[config.mk]
export PLATFORM = sky130hd
export DESIGN_NAME = hex_word_plotter
export DESIGN_NICKNAME = d
export VERILOG_FILES = /design/src/rtl/vga_hex_pkg.sv /design/src/rtl/hex_word_plotter_glyph_row_serialiser.sv /design/src/rtl/hex_word_plotter.sv
export SDC_FILE = /design/constraint.sdc
export NUM_CORES = 1
export LEC_CHECK = 0
export ABC_AREA = 1
export ABC_CLOCK_PERIOD_IN_PS = 5300
export BUFFER_PORTS_ARGS = -buffer_cell sky130_fd_sc_hd__buf_2
export CORE_UTILIZATION = 35
export DETAILED_ROUTE_END_ITERATION = 10
export GPL_TIMING_DRIVEN = 0
export MAX_ROUTING_LAYER = met4
export SYNTH_ARGS = -nofsm -noshare
export SYNTH_HDL_FRONTEND = slang
export SYNTH_SLANG_ARGS = --single-unit
[constraint.sdc]
create_clock -name CLOCK_50 -period 5.3 [get_ports CLOCK_50]
set_clock_uncertainty 0.15 [all_clocks]
set_input_delay 0.265 -clock CLOCK_50 [delete_from_list [all_inputs] [get_ports CLOCK_50]]
set_output_delay 0.265 -clock CLOCK_50 [all_outputs]
set_load 0.005 [all_outputs]
[src/rtl/vga_hex_pkg.sv]
// Shared types and helpers for the hex word plotter: FSM state encoding,
// glyph geometry and the glyph ROM address packing.
package vga_hex_pkg;

  typedef enum logic [2:0] {
    IDLE,
    LOAD,
    FETCH,
    PLOT,
    DONE
  } state_e;

  localparam int GLYPH_W = 8;
  localparam int GLYPH_H = 8;

  function automatic logic [6:0] rom_addr(input logic [3:0] digit, input logic [2:0] row);
    return {digit, row};
  endfunction

endpackage

[src/rtl/hex_word_plotter_glyph_row_serialiser.sv]
// Loads one 8-bit glyph row and walks it out column 0..7, one bit per cycle.
// Exposes next-cycle bit/column so the parent can register its pixel outputs.
module glyph_row_serialiser
  import vga_hex_pkg::*;
(
  input  logic               clk,
  input  logic               rst_n,
  input  logic               load,
  input  logic [GLYPH_W-1:0] row_in,
  output logic               nxt_valid,
  output logic               nxt_bit,
  output logic [2:0]         nxt_col,
  output logic               done
);

  logic [GLYPH_W-1:0] shreg_q, shreg_d;
  logic [2:0]         col_q, col_d;
  logic               valid_q, valid_d;

  // NOTE: every always_comb output gets its default first, so no path can infer a latch.
  always_comb begin
    shreg_d = shreg_q;
    col_d   = col_q;
    valid_d = valid_q;
    if (load) begin
      shreg_d = row_in;
      col_d   = '0;
      valid_d = 1'b1;
    end else if (valid_q) begin
      shreg_d = shreg_q >> 1;
      col_d   = col_q + 3'd1;
      valid_d = (col_q != 3'(GLYPH_W - 1));
    end
  end

  assign nxt_valid = valid_d;
  assign nxt_bit   = shreg_d[0];
  assign nxt_col   = col_d;
  assign done      = valid_q && (col_q == 3'(GLYPH_W - 1));

  // NOTE: state flops use non-blocking assignments; reset is synchronous, so it is tested inside the clocked block.
  always_ff @(posedge clk) begin
    if (!rst_n) begin
      shreg_q <= '0;
      col_q   <= '0;
      valid_q <= 1'b0;
    end else begin
      shreg_q <= shreg_d;
      col_q   <= col_d;
      valid_q <= valid_d;
    end
  end

endmodule

[src/rtl/hex_word_plotter.sv]
// Draws a DATA_W-bit word as DATA_W/4 8x8 hex glyphs through the VGA pixel port,
// MS digit leftmost, using an external glyph ROM and an enable/acknowledge handshake.
module hex_word_plotter
  import vga_hex_pkg::*;
#(
  parameter int DATA_W      = 32,
  parameter int X_W         = 8,
  parameter int Y_W         = 7,
  parameter int COLOUR_W    = 3,
  parameter int ROM_LATENCY = 2,
  parameter int LZ_BLANK    = 0
) (
  input  logic                CLOCK_50,
  input  logic                resetIn,
  input  logic                enable,
  output logic                acknowledge,
  input  logic [DATA_W-1:0]   data,
  input  logic [X_W-1:0]      x_origin,
  input  logic [Y_W-1:0]      y_origin,
  input  logic [COLOUR_W-1:0] fg_colour,
  input  logic [COLOUR_W-1:0] bg_colour,
  input  logic                transparent,
  output logic [6:0]          rom_address,
  input  logic [7:0]          rom_data,
  output logic [X_W-1:0]      xOut,
  output logic [Y_W-1:0]      yOut,
  output logic [COLOUR_W-1:0] colorOut,
  output logic                writeEnable
);

  localparam int         NUM_DIGITS = DATA_W / 4;
  localparam logic [3:0] LAST_DIGIT = 4'(NUM_DIGITS - 1);
  localparam logic [1:0] LAST_WAIT  = 2'(ROM_LATENCY - 1);

  state_e                state_q, state_d;
  logic [DATA_W-1:0]     word_q, word_d;
  logic [3:0]            digit_q, digit_d;
  logic [2:0]            row_q, row_d;
  logic [1:0]            wait_q, wait_d;
  logic [X_W-1:0]        x_base_q, x_base_d;
  logic [Y_W-1:0]        y_org_q, y_org_d;
  logic [COLOUR_W-1:0]   fg_q, fg_d, bg_q, bg_d;
  logic                  transp_q, transp_d;
  logic                  blank_q, blank_d;
  logic                  ser_load;

  logic                  we_q, we_d;
  logic [X_W-1:0]        x_q, x_d;
  logic [Y_W-1:0]        y_q, y_d;
  logic [COLOUR_W-1:0]   colour_q, colour_d;

  logic                  nxt_valid, nxt_bit, ser_done, pix_bit;
  logic [2:0]            nxt_col;

  glyph_row_serialiser u_ser (
    .clk      (CLOCK_50),
    .rst_n    (resetIn),
    .load     (ser_load),
    .row_in   (rom_data),
    .nxt_valid(nxt_valid),
    .nxt_bit  (nxt_bit),
    .nxt_col  (nxt_col),
    .done     (ser_done)
  );

  always_comb begin
    state_d  = state_q;
    word_d   = word_q;
    digit_d  = digit_q;
    row_d    = row_q;
    wait_d   = wait_q;
    x_base_d = x_base_q;
    y_org_d  = y_org_q;
    fg_d     = fg_q;
    bg_d     = bg_q;
    transp_d = transp_q;
    blank_d  = blank_q;
    ser_load = 1'b0;
    case (state_q)
      IDLE: if (enable) state_d = LOAD;
      LOAD: begin
        word_d   = data;
        x_base_d = x_origin;
        y_org_d  = y_origin;
        fg_d     = fg_colour;
        bg_d     = bg_colour;
        transp_d = transparent;
        digit_d  = '0;
        row_d    = '0;
        wait_d   = '0;
        blank_d  = (LZ_BLANK != 0) && (NUM_DIGITS > 1) && (data[DATA_W-1 -: 4] == 4'd0);
        state_d  = FETCH;
      end
      FETCH: begin
        if (wait_q == LAST_WAIT) begin
          ser_load = 1'b1;
          state_d  = PLOT;
        end else begin
          wait_d = wait_q + 2'd1;
        end
      end
      PLOT: begin
        if (ser_done) begin
          wait_d = '0;
          if (row_q != 3'(GLYPH_H - 1)) begin
            row_d   = row_q + 3'd1;
            state_d = FETCH;
          end else if (digit_q != LAST_DIGIT) begin
            digit_d  = digit_q + 4'd1;
            row_d    = '0;
            word_d   = word_q << 4;
            x_base_d = x_base_q + X_W'(GLYPH_W);
            // Blanking persists only while every digit so far has been zero.
            blank_d  = blank_q && (word_d[DATA_W-1 -: 4] == 4'd0) && (digit_d != LAST_DIGIT);
            state_d  = FETCH;
          end else begin
            state_d = DONE;
          end
        end
      end
      DONE:    if (!enable) state_d = IDLE;
      default: state_d = IDLE;
    endcase
  end

  // Pixel outputs are registered from the serialiser's next-cycle view,
  // so writeEnable lines up exactly with the PLOT cycles.
  always_comb begin
    pix_bit  = nxt_bit & ~blank_q;
    we_d     = nxt_valid & (pix_bit | ~transp_q);
    x_d      = x_q;
    y_d      = y_q;
    colour_d = colour_q;
    if (nxt_valid) begin
      x_d      = x_base_q + X_W'(nxt_col);
      y_d      = y_org_q + Y_W'(row_q);
      colour_d = pix_bit ? fg_q : bg_q;
    end
  end

  always_ff @(posedge CLOCK_50) begin
    if (!resetIn) begin
      state_q  <= IDLE;
      word_q   <= '0;
      digit_q  <= '0;
      row_q    <= '0;
      wait_q   <= '0;
      x_base_q <= '0;
      y_org_q  <= '0;
      fg_q     <= '0;
      bg_q     <= '0;
      transp_q <= 1'b0;
      blank_q  <= 1'b0;
      we_q     <= 1'b0;
      x_q      <= '0;
      y_q      <= '0;
      colour_q <= '0;
    end else begin
      state_q  <= state_d;
      word_q   <= word_d;
      digit_q  <= digit_d;
      row_q    <= row_d;
      wait_q   <= wait_d;
      x_base_q <= x_base_d;
      y_org_q  <= y_org_d;
      fg_q     <= fg_d;
      bg_q     <= bg_d;
      transp_q <= transp_d;
      blank_q  <= blank_d;
      we_q     <= we_d;
      x_q      <= x_d;
      y_q      <= y_d;
      colour_q <= colour_d;
    end
  end

  assign rom_address = rom_addr(word_q[DATA_W-1 -: 4], row_q);
  assign acknowledge = (state_q == DONE);
  assign writeEnable = we_q;
  assign xOut        = x_q;
  assign yOut        = y_q;
  assign colorOut    = colour_q;

endmodule

Word level (Yosys, flattened, before mapping)

Index checks and enable logic that the tools add are counted.

Bits in read-only memories: 0
Bits in registers: 98
Logic and storage cells: 100
Latch bits: 0
Input port bits: 65
Memory bits (writable): 0
Memories kept: 0

Muxes and demuxes: 39
$lt $le $gt $ge: 0
Bitwise operators: 5
$mul: 0
Div/mod/pow operators: 0
Shifts and indexed selects: 0
Add/sub/neg operators: 7
Equal/unequal tests: 18
Reduce and logical (&&, ||, !) cells: 12

Operator list:

| operator              | number |
|---|---|
| $mux W32              | 3 |
| $pmux W32 S2          | 1 |
| $mux W8               | 5 |
| $mux W3               | 12 |
| $pmux W8 S2           | 1 |
| $pmux W3 S5           | 1 |
| $ne A2 B2 Y1 const B  | 7 |
| $mux W4               | 3 |
| $ne A3 B3 Y1 const B  | 3 |
| $add A8 B3 Y8         | 1 |
| $add A8 B4 Y8 const B | 1 |
| $ne A4 B3 Y1 const B  | 2 |
| $pmux W4 S2           | 1 |
| $reduce_and A4 Y1     | 2 |
| $add A7 B3 Y7         | 1 |
| $mux W1               | 7 |
| $add A3 B1 Y3 const B | 2 |
| $eq A3 B2 Y1 const B  | 2 |
| $eq A3 B3 Y1 const B  | 2 |
| $pmux W2 S3           | 1 |
| $pmux W3 S2           | 1 |
| $reduce_and A3 Y1     | 2 |
| $add A4 B1 Y4 const B | 1 |
| $logic_not A4 Y1      | 1 |
| other kinds (12)      | 18 |

Depth between registers and ports, before layout

Depth after elaboration: 7
Gate-level depth with buffers: 15
Mapped depth without buffers: 14

Modules after synthesis

Synthesis repeated with hierarchy kept, for this count alone.

Cells, all modules: 801
Area total of the unflattened synthesis: 5,136.2 µm²

Modules (own cells, without submodules):

| module               | instances | area each (µm²) | cells an instance | sequential area each (µm²) |
|---|---|---|---|---|
| hex_word_plotter     | 1         | 4,503.1         | 710               | 1,721.7 |
| glyph_row_serialiser | 1         | 633.1           | 91                | 240.2 |

Worst setup path before layout

Ideal clock, no wire load.

Kind: register -> register
Start: reg wait_q[1]
End: reg x_q[4] (netlist: xOut[4])
Cell stages (with the launch flop): 14
Required time: 5,030 ps
Path slack: 2,903 ps
Data arrival time: 2,127 ps
Cell sequence: dfxtp_1 inv_1 ha_1 nand3_1 buf_2 buf_2 nand2_1 inv_1 ha_1 fa_1 a21oi_1 nor2_1 xnor2_1 a21oi_1

Longest elaborated chain between the ends: 5
Elaborated cells between the ends (all ways): 6
Those cells by class: add/sub (1); eq/ne (1); mux (4)

Ends and longest elaborated chain:

| item                   | RTL line                                    | source |
|---|---|---|
| from (decl)            | hex_word_plotter.sv:39                      | `logic [1:0] wait_q, wait_d;` |
| from (signal assigned) | hex_word_plotter.sv:163                     | `wait_q <= wait_d;` |
| $eq A2 B1 Y1           | hex_word_plotter.sv:95                      | `if (wait_q == LAST_WAIT) begin` |
| $mux W1                | hex_word_plotter.sv:95                      |  |
| $mux W1                | hex_word_plotter.sv:79                      | `case (state_q)` |
| $mux W3                | hex_word_plotter_glyph_row_serialiser.sv:25 | `if (load) begin` |
| net nxt_col[0]         | hex_word_plotter.sv:53                      | `logic [2:0] nxt_col;` |
| $add A8 B3 Y8          | hex_word_plotter.sv:135                     | `x_d = x_base_q + X_W'(nxt_col);` |
| to (signal assigned)   | hex_word_plotter.sv:155                     | `x_q <= '0;` |
| to (signal assigned)   | hex_word_plotter.sv:171                     | `x_q <= x_d;` |
| to (decl)              | hex_word_plotter.sv:48                      | `logic [X_W-1:0] x_q, x_d;` |

The timed path passes the listed nets, and every way through them passes these cells.
A chain may end at the register's enable or synchronous reset.

Final worst setup path

Start: reg state_q[2]
End: reg x_q[4] (netlist: xOut[4])

Longest elaborated chain between the ends: 4
Elaborated cells between the ends (all ways): 5
Those cells by class: add/sub (1); eq/ne (1); mux (3)

Ends and longest elaborated chain:

| item                   | RTL line                                    | source |
|---|---|---|
| from (decl)            | hex_word_plotter.sv:35                      | `state_e state_q, state_d;` |
| from (signal assigned) | hex_word_plotter.sv:159                     | `state_q <= state_d;` |
| $eq A3 B2 Y1           | hex_word_plotter.sv:79                      |  |
| $mux W1                | hex_word_plotter.sv:79                      |  |
| $mux W3                | hex_word_plotter_glyph_row_serialiser.sv:25 |  |
| net nxt_col[0]         | hex_word_plotter.sv:53                      |  |
| $add A8 B3 Y8          | hex_word_plotter.sv:135                     |  |

The timed path passes the listed nets, and every way through them passes these cells.

==> out/qor.yml <==
final_layout:
  layout.nets: 881
  area_growth_pct: 19.3
  num_antenna_cells: 0
  final.fill_count: 1436
  final-seq-area_um2: 1960
  final_cell_mix: "nand2_1, nor2_1, buf_2"
  layout-drive-gt1-share: 0.178
  multiInputGateArea_um2: 2420
  layout_commonest_cell: "nand2_1"
pwr:
  netSwitchingPower_mw: 0.958
  powerDensity_nw_per_um2: 449
  peakVddDrop_mv: 0.193
  pwr-share-comb: 0.354
  internal_power_mw: 1.60
  leakage_nw: 2.75
  swShare: 0.374
  pwr-share-clk: 0.235
  p_seq_frac: 0.411
grt:
  grt-ovfl-total: 0
  gr-usage-all-layers: 0.190
  grt_max_degree: 14
  grt_pass1_vias: 4090
  grt_pass1_wl_um: 20500
  antenna_found_initial: 0
synthesis:
  ys_types: 31
  yosys.area_share.simple: 0.319
  ys_ff_latch: 98
  yosys_warnings: 0
  synth_adder_area_share: 0.0450
  synth_fp_nets: 780
  yosys.area_share.xor_xnor: 0.0146
  yosysSeqAreaShare: 0.410
  synth_mux_area_frac: 0
  netlist_area_um2: 4780
  syn_area_per_cell_um2: 6.84
  netlist_instances: 699
  synth_compound_area_frac: 0.128
  synth_top_family_by_area: "simple AND/OR/NAND/NOR gates"
cts:
  cts_root_buffer: "clkbuf_16"
  clkLatencyLatePin_ns: 0.35
  clkTransAtPathRegs_ns: 0.07
  numCtsBuffers: 9
  post_cts_resize_count: 0
  hold_buffers: 0
  cts_tree: "yes"
  cts_sinks: 98
  ctsHtreeMaxLevel: 3
  postCtsSetupBuffers: 0
  cts_buffer_depth: 2
worst_setup_path:
  crit_slowest_cell: "fa_1"
  cp_slowest_stage_delay_ns: 0.41
  cp-start-kind: "flip-flop"
  crit_chain: "nor2_2, nand3_1, buf_2, buf_2, nand2_1, inv_1, ha_1, fa_1, a21oi_1, nor2_1, xnor2_1, a21oi_1"
  timing.rr.start: "state_q[2]"
  worst_r2r_path_depth: 12
  critical_path_class: "reg -> reg"
  cp.arrival_ns: 2.83
  crit_family: "adder cells"
  worstSetupEndpointType: "flip-flop"
  timing.critical_path.from: "state_q[2]"
  cp_num_buf_inv: 3
  crit_fanout: 10
  critPathRequiredTime_ns: 5.38
  path_depth: 12
sta:
  finalSetupViolCount: 0
  timing.final.crit_period_ns: 2.75
  final-hold-violation-count: 0
  tightestPinTransition_ns: 0.689
  fin_ws_ns: 2.55
  clock.fmax_mhz: 364
  finalCritPeriodShare: 0.519
  slew_headroom: 0.541
  setup_tns_ns: 0
  rsz0062_at_grt: "false"
  drv_slew: 0
floorplan:
  dieArea_um2: 14100
  ios: 92
  die_width_um: 119
  fp.coreArea_um2: 13300
  die_h_um: 119
  rows: 42
  initial_core_util: 0.360
route:
  dr.pass1.iters: 4
  routed_wirelength_um: 12500
  via_per_inst: 4.60
  ant_nets: 0
  dr_total_vias: 4504
  drtIter0Drc: 234
  drcViolationCount: 0
  wl_per_cell_um: 12.8
outcome:
  status: "complete, no violations"
placement:
  place_ws_ns: 2.60
  gp_congestion: 0.775
  dpl.hpwl_um: 9150
  port_buffers: 90
hold_path:
  hold_path.startpoint: "rom_data[7]"
  whs_path_depth: 3
  hp-class: "in -> reg"
flow_run:
  drv_cap: 0
-- through the flow --
stage	area, um2	util	hold WS, ns	std cells	total power, mW
global route	5710	0.429	0.0524	979	2.76
detailed placement	5460	0.410	0.287	965	1.98
finish	5710	0.429	0.0411	979	2.56
CTS	5710	0.429	0.0322	979	2.58
floorplan	4780	-	0.257	699	1.71
global placement	5460	0.410	0.287	965	1.97
-- layout make-up --
class                      count  share of cell area
multi-input combinational    514               0.425
sequential                    98               0.344
timing repair buffer          90              0.0789
clock buffer                  14              0.0445
tap                          176              0.0386
buffer                        39              0.0384
inverter                      48              0.0316
-- synth_stat cells --
library cell    n  share of area
inv_2           5         0.0039
o21ai_0        64          0.067
dfxtp_1        98           0.41
xnor2_1         3         0.0055
nand3b_1        1         0.0016
o21bai_1        1         0.0016
buf_2          19          0.020
xor2_1          5         0.0092
clkbuf_1       11         0.0086
or2_0           1         0.0013
nor2_8          1         0.0042
nor2_1        126          0.099
nand2_2         2         0.0026
nor3_1          3         0.0031
nand2_4         2         0.0047
o211ai_1        2         0.0031
inv_1          43          0.034
a21boi_1        1         0.0016
nand4_1         4         0.0052
fa_1            2         0.0084
nor2_2          4         0.0052
o21a_1          1         0.0016
buf_6           4         0.0094
nand3_1        41          0.043
o21ai_1         3         0.0031
a21oi_1        37          0.039
a311oi_1        6          0.011
nand2_1       189           0.15
buf_4           5         0.0078
or2_2           1         0.0013
ha_1           14          0.037
-- final timing paths --
kind,to,slack [ns]
max,xOut[4],2.55
min,u_ser.shreg_q[7],0.04
min reg2reg,writeEnable,0.30
max reg2reg,xOut[4],2.55
-- kinds of logic (layout without fill, tap and decap cells) --
kind of cell             Yosys count  in the layout
AO/OA/AOI/OAI                    115            115
buffers and inverters             87            191
XOR/XNOR                           8              8
adder cells (fa/ha/maj)           16             16
flip-flops                        98             98
AND/OR/NAND/NOR                  375            375
-- flip-flops by register name, indices dropped and copies added (netlist names) --
register / flops
xOut: 8
word_q: 32
u_ser.col_q: 3
yOut: 7
bg_q: 3
colorOut: 3
wait_q: 2
u_ser.shreg_q: 8
digit_q: 4
transp_q: 1
state_q: 3
blank_q: 1
u_ser.valid_q: 1
fg_q: 3
y_org_q: 7
writeEnable: 1
x_base_q: 8
row_q: 3
-- power by group through the flow --
stage	Clock [mW]	Combinational, mW	Sequential [mW]
finish	0.601	0.908	1.05
global route	0.635	1.05	1.08
CTS	0.612	0.914	1.05
detailed placement	0	0.909	1.07
global placement	0	0.906	1.07
floorplan	0	0.671	1.04
-- worst register-to-register path: cells and delay by family, from the launching register on --
family | cells | cell delay (ns)
DFF | 1 | 0.37
AOI/OAI and AO/OA | 2 | 0.29
xor gates and xnor gates | 1 | 0.15
and+or+nand+nor | 4 | 0.58
buffers and inverters | 3 | 0.48
adders and majority gates | 2 | 0.61
-- routing by layer --
layer,vias to the layer above,GRT usage,wire length (um)
met1,1985,0.256,6310
li1,2435,-,-
met4,0,0.0593,168
met2,69,0.295,5620
met3,15,0.0268,410
met5,-,-,0
(Power assumes the default switching activity.)
